$ cat config.mk
export PLATFORM = sky130hd
export DESIGN_NAME = hex_operand_entry
export DESIGN_NICKNAME = d
export VERILOG_FILES = /design/src/rtl/hex_operand_entry.sv
export SDC_FILE = /design/constraint.sdc
export NUM_CORES = 1
export LEC_CHECK = 0
export BUFFER_PORTS_ARGS = -buffer_cell sky130_fd_sc_hd__buf_2
export CAP_MARGIN = 5
export CORE_AREA = 4 4 164 87
export CTS_BUF_LIST = sky130_fd_sc_hd__clkbuf_4 sky130_fd_sc_hd__clkbuf_8 sky130_fd_sc_hd__clkbuf_16
export CTS_CLUSTER_DIAMETER = 30
export DETAILED_ROUTE_END_ITERATION = 6
export DIE_AREA = 0 0 168 91
export GPL_ROUTABILITY_DRIVEN = 0
export PLACE_DENSITY = 0.47
export RECOVER_POWER = 50
export SLEW_MARGIN = 20
export SYNTH_ARGS = -nofsm -noshare
export SYNTH_HDL_FRONTEND = slang
export SYNTH_SLANG_ARGS = --single-unit
$ cat constraint.sdc
create_clock -name clk -period 2.6 [get_ports clk]
set_clock_uncertainty 0.05 [all_clocks]
set_input_delay 0.65 -clock clk [delete_from_list [all_inputs] [get_ports clk]]
set_output_delay 0.65 -clock clk [all_outputs]
set_load 0.005 [all_outputs]
$ cat src/rtl/hex_operand_entry.sv
// -----------------------------------------------------------------------------
// hex_operand_entry
//
// Purpose:
//   Collects two hex operands from a stream of 4-bit key codes and hands them
//   to the adder FSM. Digits shift into a shadow register. Each ENTER commits
//   one operand: the first goes to num1_hex, the second to num2_hex. Once both
//   are committed, operands_valid stays high until the consumer acks.
//   If half-typed entry sits idle too long, it is aborted.
//
// Parameters:
//   DIGITS   hex digits per operand (W = 4*DIGITS)
//   TIMEOUT  idle cycles before a pending entry is aborted; 0 disables it
//
// Ports:
//   clk, rst        clock (rising edge); asynchronous active-high reset
//   key_valid       1-cycle strobe, key_code holds a digit
//   key_code [3:0]  hex digit
//   key_enter       1-cycle strobe, commit the current operand
//   key_clear       1-cycle strobe, abort and clear everything
//   operands_ack    consumer has taken the operands (honoured only in HOLD)
//   num1_hex [W]    committed operand 1
//   num2_hex [W]    committed operand 2
//   operands_valid  both operands committed, held until ack
//   shadow_hex [W]  digits typed so far, for the live display
//   digit_count     number of digits in the shadow, 0..DIGITS
//   entry_state [2] 00 ENTRY1, 01 ENTRY2, 10 HOLD (also the FSM debug view)
//   overflow        1-cycle pulse: a digit was dropped because the shadow was full
//
// Handshake: each key_* input is a single-cycle strobe that is sampled on a
// rising clk edge. Its effect shows on the registered outputs after that edge.
// operands_valid rises on the edge that commits operand 2. It falls on the
// first edge where operands_ack is seen high in HOLD.
// -----------------------------------------------------------------------------
module hex_operand_entry #(
  parameter int DIGITS  = 3,
  parameter int TIMEOUT = 50000000
) (
  input  logic                               clk,
  input  logic                               rst,
  input  logic                               key_valid,
  input  logic [3:0]                         key_code,
  input  logic                               key_enter,
  input  logic                               key_clear,
  input  logic                               operands_ack,
  output logic [4*DIGITS-1:0]                num1_hex,
  output logic [4*DIGITS-1:0]                num2_hex,
  output logic                               operands_valid,
  output logic [4*DIGITS-1:0]                shadow_hex,
  output logic [$clog2(DIGITS+1)-1:0]        digit_count,
  output logic [1:0]                         entry_state,
  output logic                               overflow
);

  localparam int W  = 4 * DIGITS;
  localparam int CW = $clog2(DIGITS + 1);
  // The idle counter only has to reach TIMEOUT-1.
  localparam int TW = (TIMEOUT > 1) ? $clog2(TIMEOUT) : 1;
  localparam logic [TW-1:0] IDLE_LAST  = TW'((TIMEOUT > 0) ? TIMEOUT - 1 : 0);
  localparam logic [CW-1:0] COUNT_FULL = CW'(DIGITS);

  typedef enum logic [1:0] {
    ST_ENTRY1 = 2'b00,
    ST_ENTRY2 = 2'b01,
    ST_HOLD   = 2'b10
  } state_t;

  state_t          r_state;
  logic [W-1:0]    r_shadow;
  logic [CW-1:0]   r_count;
  logic [W-1:0]    r_num1;
  logic [W-1:0]    r_num2;
  logic            r_valid;
  logic            r_overflow;
  logic [TW-1:0]   r_idle;

  logic            w_pending;
  logic            w_timeout;
  logic            w_full;
  logic [W-1:0]    w_shift_in;

  // Entry counts as pending when digits are sitting in the shadow, or when
  // operand 1 is committed and we are waiting on operand 2.
  assign w_pending  = ((r_state == ST_ENTRY1) && (r_count != '0)) ||
                      (r_state == ST_ENTRY2);
  assign w_timeout  = (TIMEOUT != 0) && w_pending && (r_idle == IDLE_LAST);
  assign w_full     = (r_count == COUNT_FULL);
  // A shift plus OR (rather than a part-select) keeps DIGITS=1 legal.
  assign w_shift_in = (r_shadow << 4) | W'(key_code);

  always_ff @(posedge clk or posedge rst) begin
    if (rst) begin
      r_state    <= ST_ENTRY1;
      r_shadow   <= '0;
      r_count    <= '0;
      r_num1     <= '0;
      r_num2     <= '0;
      r_valid    <= 1'b0;
      r_overflow <= 1'b0;
      r_idle     <= '0;
    end else begin
      r_overflow <= 1'b0;
      if (key_clear || w_timeout) begin
        // A clear takes priority over everything. A timeout does the same
        // thing. Any digit or enter arriving in this cycle is dropped.
        r_state  <= ST_ENTRY1;
        r_shadow <= '0;
        r_count  <= '0;
        r_num1   <= '0;
        r_num2   <= '0;
        r_valid  <= 1'b0;
        r_idle   <= '0;
      end else begin
        case (r_state)
          ST_ENTRY1, ST_ENTRY2: begin
            if (key_enter) begin
              // A digit in the same cycle as enter is discarded.
              if (r_state == ST_ENTRY1) begin
                r_num1  <= r_shadow;
                r_state <= ST_ENTRY2;
              end else begin
                r_num2  <= r_shadow;
                r_valid <= 1'b1;
                r_state <= ST_HOLD;
              end
              r_shadow <= '0;
              r_count  <= '0;
            end else if (key_valid) begin
              if (!w_full) begin
                r_shadow <= w_shift_in;
                r_count  <= r_count + CW'(1);
              end else begin
                r_overflow <= 1'b1;
              end
            end
            if (key_valid || key_enter) begin
              r_idle <= '0;
            end else if (w_pending) begin
              r_idle <= r_idle + TW'(1);
            end else begin
              r_idle <= '0;
            end
          end
          ST_HOLD: begin
            // Keys are ignored while the consumer owns the operands.
            if (operands_ack) begin
              r_valid <= 1'b0;
              r_state <= ST_ENTRY1;
            end
            r_idle <= '0;
          end
          default: begin
            // Unreachable encoding: fall back to a clean start.
            r_state  <= ST_ENTRY1;
            r_shadow <= '0;
            r_count  <= '0;
            r_valid  <= 1'b0;
            r_idle   <= '0;
          end
        endcase
      end
    end
  end

  assign num1_hex       = r_num1;
  assign num2_hex       = r_num2;
  assign operands_valid = r_valid;
  assign shadow_hex     = r_shadow;
  assign digit_count    = r_count;
  assign entry_state    = r_state;
  assign overflow       = r_overflow;

endmodule

==> impl_metrics.toml, run 1 <==
[grt]
first_global_vias = 2362
number_of_antenna_violations_at_the_first_check_in_global_routing = 0
grt_usage_pct = 10.5
remaining_global_route_overflow = 0
global_route_wire_length_before_repair_mm = 12.7
grt_start_max_net_pins = 43

[clocking]
postCtsResizedCells = 0
root_buffer = "clkbuf_16"
clock_insertion_delay_worst_skew_ns = 0.33
tritoncts = "done"
holdBufCountCts = 0
post_cts_setup_inserts = 0
cts_inserted_buffers = 9
cts_sinks = 68
htreeDepth = 3
cts.reportedPaths.clkPinSlew_ns = 0.06
cts_buffer_depth = 2

[routing]
dr_total_vias = 2264
routed-wl-met3_um = 274
drc_errors = 0
top_layer_used = "met4"
first_iter_violations = 72
route.met2.wl_mm = 3.41
firstDrtPassIters = 4
route.detailed.wl_per_inst_um = 14.1
antenna_violating_nets_post_route = 0
detail_route.wirelength_mm = 7.47
drt-met1-wl_mm = 3.71
avgViaCountPerCell = 4.29

[final_layout]
final-seq-area_um2 = 1700
final_common_cell = "dfrtp_1"
antenna_cells = 0
multiInputGateArea_um2 = 1280
post_route_cells_drive_above_1_share_pct = 23.7
most-common-layout-cells = "dfrtp_1 (68), nor2_1 (57), buf_2 (42)"
nets = 366
n_fill_cell = 1320
area_growth_syn_to_layout_pct = 23.3

[placement]
post-dp-hpwl_mm = 4.99
placement.io_buffers = 51

[timing]
fmax_achieved_mhz = 490
finalSetupTns_ns = 0
setup_violations = 0
finalMaxSlewViolations = 0
worstMarginPinSlew_ns = 0.937
max_slew_margin_pct = 37.5
min_period_ns = 2.04
grt_setup_unrepaired = "no"
fin_crit_sh_pct = 78.4
final_hold_viol_count = 0

[setup_path]
worstPathArrival_ns = 2.17
worstPathRequired_ns = 2.73
critical_path.cell_chain = "inv_1 > ha_1 > nand2b_1 > nand4_1 > or3_4 > nand2_2 > nor2_1"
critPathKind = "register to register"
critical_path.slowest_cell = "dfrtp_1"
cp_max_fo = 25
cp_slowest_stage_delay_ns = 0.42
critPathLaunchType = "register"
worstSetupEndpointType = "register"

[synthesis]
average_footprint_of_a_synthesized_cell_um2 = 10.5
netlist_area_um2 = 3130
synth_top_cell_area_share_pct = 54.4
synth.area.top_cells = "dfrtp_1 (54%), nor2_1 (6.8%), nand2_1 (4.1%)"
postSynthCellCount = 298
synthesis.nets = 311
synth_cell_types = 36
postSynthRegisterBits = 68
post-synth-top-area-cell = "dfrtp_1"
synth.yosys.seq_area_share_pct = 54.4
ys.warnings.count = 0

[die]
std_cell_rows = 29
initial_core_util_pct = 24.8
fp.dieW_um = 168
placeable_core_area_um2 = 12600
io-pin-count = 52
chipHeight_um = 91
dieArea_um2 = 15300

[power]
pd_cells_nw_per_um2 = 643
totalPowerFinal_uw = 2480
power.ir.vdd_worst_uv = 291
total_leakage_power_uw = 0.00172

[worst_hold_path]
min_path_type = "register to register"

[flow_run]
max_cap_violations = 0

[status]
run_status = "finished clean"
## final timing paths
kind / slack [ns] / to / start / cells past startpoint
worst min-delay path: 0.43 / r_idle[0] / r_idle[0] / 1
worst max register to register: 0.56 / r_idle[17] / digit_count[0] / 7
worst max-delay path: 0.56 / r_idle[17] / digit_count[0] / 7
max in group asynchronous: 0.95 / overflow / rst / 3
worst min register to register: 0.43 / r_idle[0] / r_idle[0] / 1
min in group asynchronous: 0.47 / num2_hex[9] / rst / 2
## kinds of logic (layout without fill, tap and decap cells)
logic type               count (synthesis)  in the layout  share of synthesized area, %
multiplexers                            12             12                          3.84
buffers and inverters                   20             80                          4.72
adder cells (fa/ha/maj)                  3              3                          1.20
AND/OR/NAND/NOR                        140            140                          21.8
XOR/XNOR                                25             25                          7.00
flip-flops                              68             68                          54.4
AO/OA/AOI/OAI                           30             30                          7.08
## synth_stat cells
master	n
nand3_1	11
buf_12	1
o22ai_1	1
nand2b_1	1
a22oi_1	13
nand2_2	1
nor2b_1	2
or3_4	1
buf_8	3
nand2_1	34
nor3_1	7
ha_1	3
nand4_2	1
dfrtp_1	68
nor4_1	1
buf_6	1
nor4_2	2
a21oi_2	10
inv_1	5
xnor2_1	13
or2_1	1
a21oi_1	6
buf_2	6
nand4_1	6
and3_1	6
nor3b_1	1
nor3b_2	1
nor2_1	57
nand2b_2	1
nor4b_1	1
buf_4	2
clkbuf_1	2
mux2i_1	12
xor2_1	12
nor4b_2	1
and4_1	4
## power breakdown
group	internal [uW]	total [uW]	switching, uW
combinational	48.8	146	97.4
sequential	1070	1080	14.8
clock	816	1250	432
## state kept, by name, indices dropped and copies added (netlist names)
name,cells
digit_count,2
entry_state,2
num1_hex,12
num2_hex,12
operands_valid,1
overflow,1
r_idle,26
shadow_hex,12
## layer usage
metal	global-route usage, %	vias to the layer above
met5	0	-
met4	3.11	0
met3	3.99	8
met2	15.9	32
met1	14.1	1105
li1	-	1119
## through the flow
step / setup WS (ns) / area, um2 / hold WS, ns / instances / utilization [%]
after floorplan: 0.188 / 3130 / 0.395 / 298 / -
after global placement: 0.428 / 3560 / 0.426 / 512 / 28.3
after detailed placement: 0.375 / 3560 / 0.425 / 512 / 28.3
after CTS: 0.523 / 3870 / 0.316 / 528 / 30.7
after global routing: 0.331 / 3860 / 0.483 / 528 / 30.6
final: 0.561 / 3860 / 0.428 / 528 / 30.6
## area by class of cell
type / count / share of cell area (%)
Inverter: 5 / 0.487
Sequential cell: 68 / 44.1
Clock inverter: 3 / 1.17
Clock buffer: 13 / 6.94
Timing Repair Buffer: 59 / 8.47
Multi-Input combinational cell: 210 / 33.3
Tap cell: 170 / 5.52
## worst max-delay path: cells and delay by family (launching register included)
kind,cells,cell delay (ns)
fa+ha+maj,1,0.21
simple gates,5,1.14
flops,1,0.42
buf+inv,1,0.08
Note: power is estimated with default switching activity, not from simulation.
==> run 2: changes to the inputs <==
--- a/config.mk
+++ b/config.mk
@@ -13,7 +13,7 @@
 export DETAILED_ROUTE_END_ITERATION = 6
 export DIE_AREA = 0 0 168 91
 export GPL_ROUTABILITY_DRIVEN = 0
-export PLACE_DENSITY = 0.47
+export PLACE_DENSITY = 0.49
 export RECOVER_POWER = 50
 export SLEW_MARGIN = 20
 export SYNTH_ARGS = -nofsm -noshare
==> constraint.sdc (replaced) <==
create_clock -name clk -period 1.7 [get_ports clk]
set_clock_uncertainty 0.05 [all_clocks]
set_input_delay 0.425 -clock clk [delete_from_list [all_inputs] [get_ports clk]]
set_output_delay 0.425 -clock clk [all_outputs]
set_load 0.005 [all_outputs]
==> impl_metrics.toml, run 2 (synthesis results as in run 1) <==
[status]
run_status = "finished with violations"
violations_in_the_final_reports = "setup timing"

[timing]
setup_violations = 67
fmax_achieved_mhz = 546
final_hold_viol_count = 0
max_slew_margin_pct = 38.1
setup_ws_ns = -0.131
finalMaxSlewViolations = 0
fin_crit_sh_pct = 108
hold_ws_ns = 0.286
grt_setup_unrepaired = "yes"
worstMarginPinSlew_ns = 0.929
min_period_ns = 1.83

[final_layout]
area_growth_syn_to_layout_pct = 44.7
multiInputGateArea_um2 = 1430
layoutNonFillerInstCount = 579
antenna_cells = 0
most-common-layout-cells = "dfrtp_1 (68), buf_2 (50), buf_4 (49)"
largest_register_ff_count = 26
final-seq-area_um2 = 1700
registers.top_by_ff_count = "r_idle"
nets = 417
final_cell_area_um2 = 4530
final_common_cell = "dfrtp_1"
n_fill_cell = 1266
post_route_cells_drive_above_1_share_pct = 41.1

[routing]
firstDrtPassIters = 4
detail_route.wirelength_mm = 8.35
avgViaCountPerCell = 4.28
route.detailed.wl_per_inst_um = 14.4
dr_total_vias = 2480
antenna_violating_nets_post_route = 0
drc_errors = 0
first_iter_violations = 148

[setup_path]
worstPathArrival_ns = 2.00
cp_max_fo = 5
critPathKind = "register to register"
cp_slowest_stage_delay_ns = 0.44
worstSetupEndpointType = "register"
critical_path.reg2reg.startpoint = "r_idle[7]"
critical_path.slowest_cell = "or3_4"
worstPathRequired_ns = 1.87
critPathLaunchType = "register"
crit_start = "r_idle[7]"
critical_path.cell_chain = "nor4b_2 > nand4_1 > or3_4 > nand2_4 > buf_6 > buf_12 > nor2_4"

[die]
dieArea_um2 = 15300
fp.dieW_um = 168
std_cell_rows = 29
chipHeight_um = 91
placeable_core_area_um2 = 12600
io-pin-count = 52
initial_core_util_pct = 24.8

[grt]
global_route_wire_length_before_repair_mm = 14.0
grt_start_max_net_pins = 69
first_global_vias = 2523
number_of_antenna_violations_at_the_first_check_in_global_routing = 0
remaining_global_route_overflow = 0
grt_usage_pct = 11.4

[clocking]
cts.reportedPaths.clkPinSlew_ns = 0.06
cts_buffer_depth = 2
cts_inserted_buffers = 9
htreeDepth = 3
clock_insertion_delay_worst_skew_ns = 0.34
holdBufCountCts = 0
cts_sinks = 68
tritoncts = "done"
root_buffer = "clkbuf_16"

[power]
pd_cells_nw_per_um2 = 913
total_leakage_power_uw = 0.00210
totalPowerFinal_uw = 4130
power.ir.vdd_worst_uv = 477

[placement]
placement.io_buffers = 51
placed_inst_area_um2 = 3870
pre_cts_ws_ns = -0.151
placedCellCount = 550
post-dp-hpwl_mm = 5.42

[worst_hold_path]
min_path_type = "input pin to register"
start_point_of_the_worst_min_delay_path = "key_code[3]"

[flow_run]
max_cap_violations = 0
[run 2: per-stage QoR]
stage | setup TNS, ns | util, %
3_5_place_dp | -5.66 | 30.7
2_1_floorplan | -2.59 | -
4_1_cts | -3.14 | 34.9
6_report | -6.70 | 35.9
3_3_place_gp | -4.16 | 30.7
5_1_grt | -12.68 | 35.9
[run 2: area by class of cell]
type / count / area share, %
flip-flops and latches: 68 / 37.6
multi-input cells: 210 / 31.7
repair buffers: 110 / 17.8
clock buffers: 9 / 4.98
well taps: 170 / 4.70
clock inverters: 7 / 2.74
inverters: 5 / 0.498
[run 2: path summary, 6_finish.rpt]
path                            endpoint  slack (ns)  depth (start not counted)
min in group asynchronous     r_idle[13]        0.37                          3
max in group asynchronous   num2_hex[11]        0.64                          3
setup reg to reg              r_idle[20]       -0.13                          7
setup / recovery              r_idle[20]       -0.13                          7
hold reg to reg              num1_hex[7]        0.47                          2
hold / removal             shadow_hex[3]        0.29                          3
[run 2: timing repair]
| action | 4_1_cts | 5_1_grt |
|---|---|---|
| resized for setup | 16 | 28 |
| cloned | 3 | 0 |
| setup buffers | 4 | 7 |
| hold endpoints to repair | 0 | 0 |
| setup endpoints to repair | 67 | 67 |
| pin swaps | 2 | 14 |
[run 2: per-layer routing]
| metal | track usage (%) | part of all wire, % | vias up |
|---|---|---|---|
| met3 | 3.86 | 3.4 | 9 |
| met1 | 15.6 | 49 | 1205 |
| li1 | - | - | 1231 |
| met4 | 3.85 | 1.5 | 0 |
| met2 | 17.2 | 46 | 35 |
| met5 | 0 | 0 | - |
[run 2: worst max-delay path, delay by kind of cell, from the launching register on]
family | cells | cell delay (ns)
buf+inv | 2 | 0.25
simple gates | 5 | 1.00
flops | 1 | 0.40
[run 2: power breakdown]
part	switching, uW	internal (uW)	leakage (uW)
logic	177	132	0.000992
clock network	733	1440	0.000166
registers	14.5	1640	0.000946
total	924	3210	0.00210
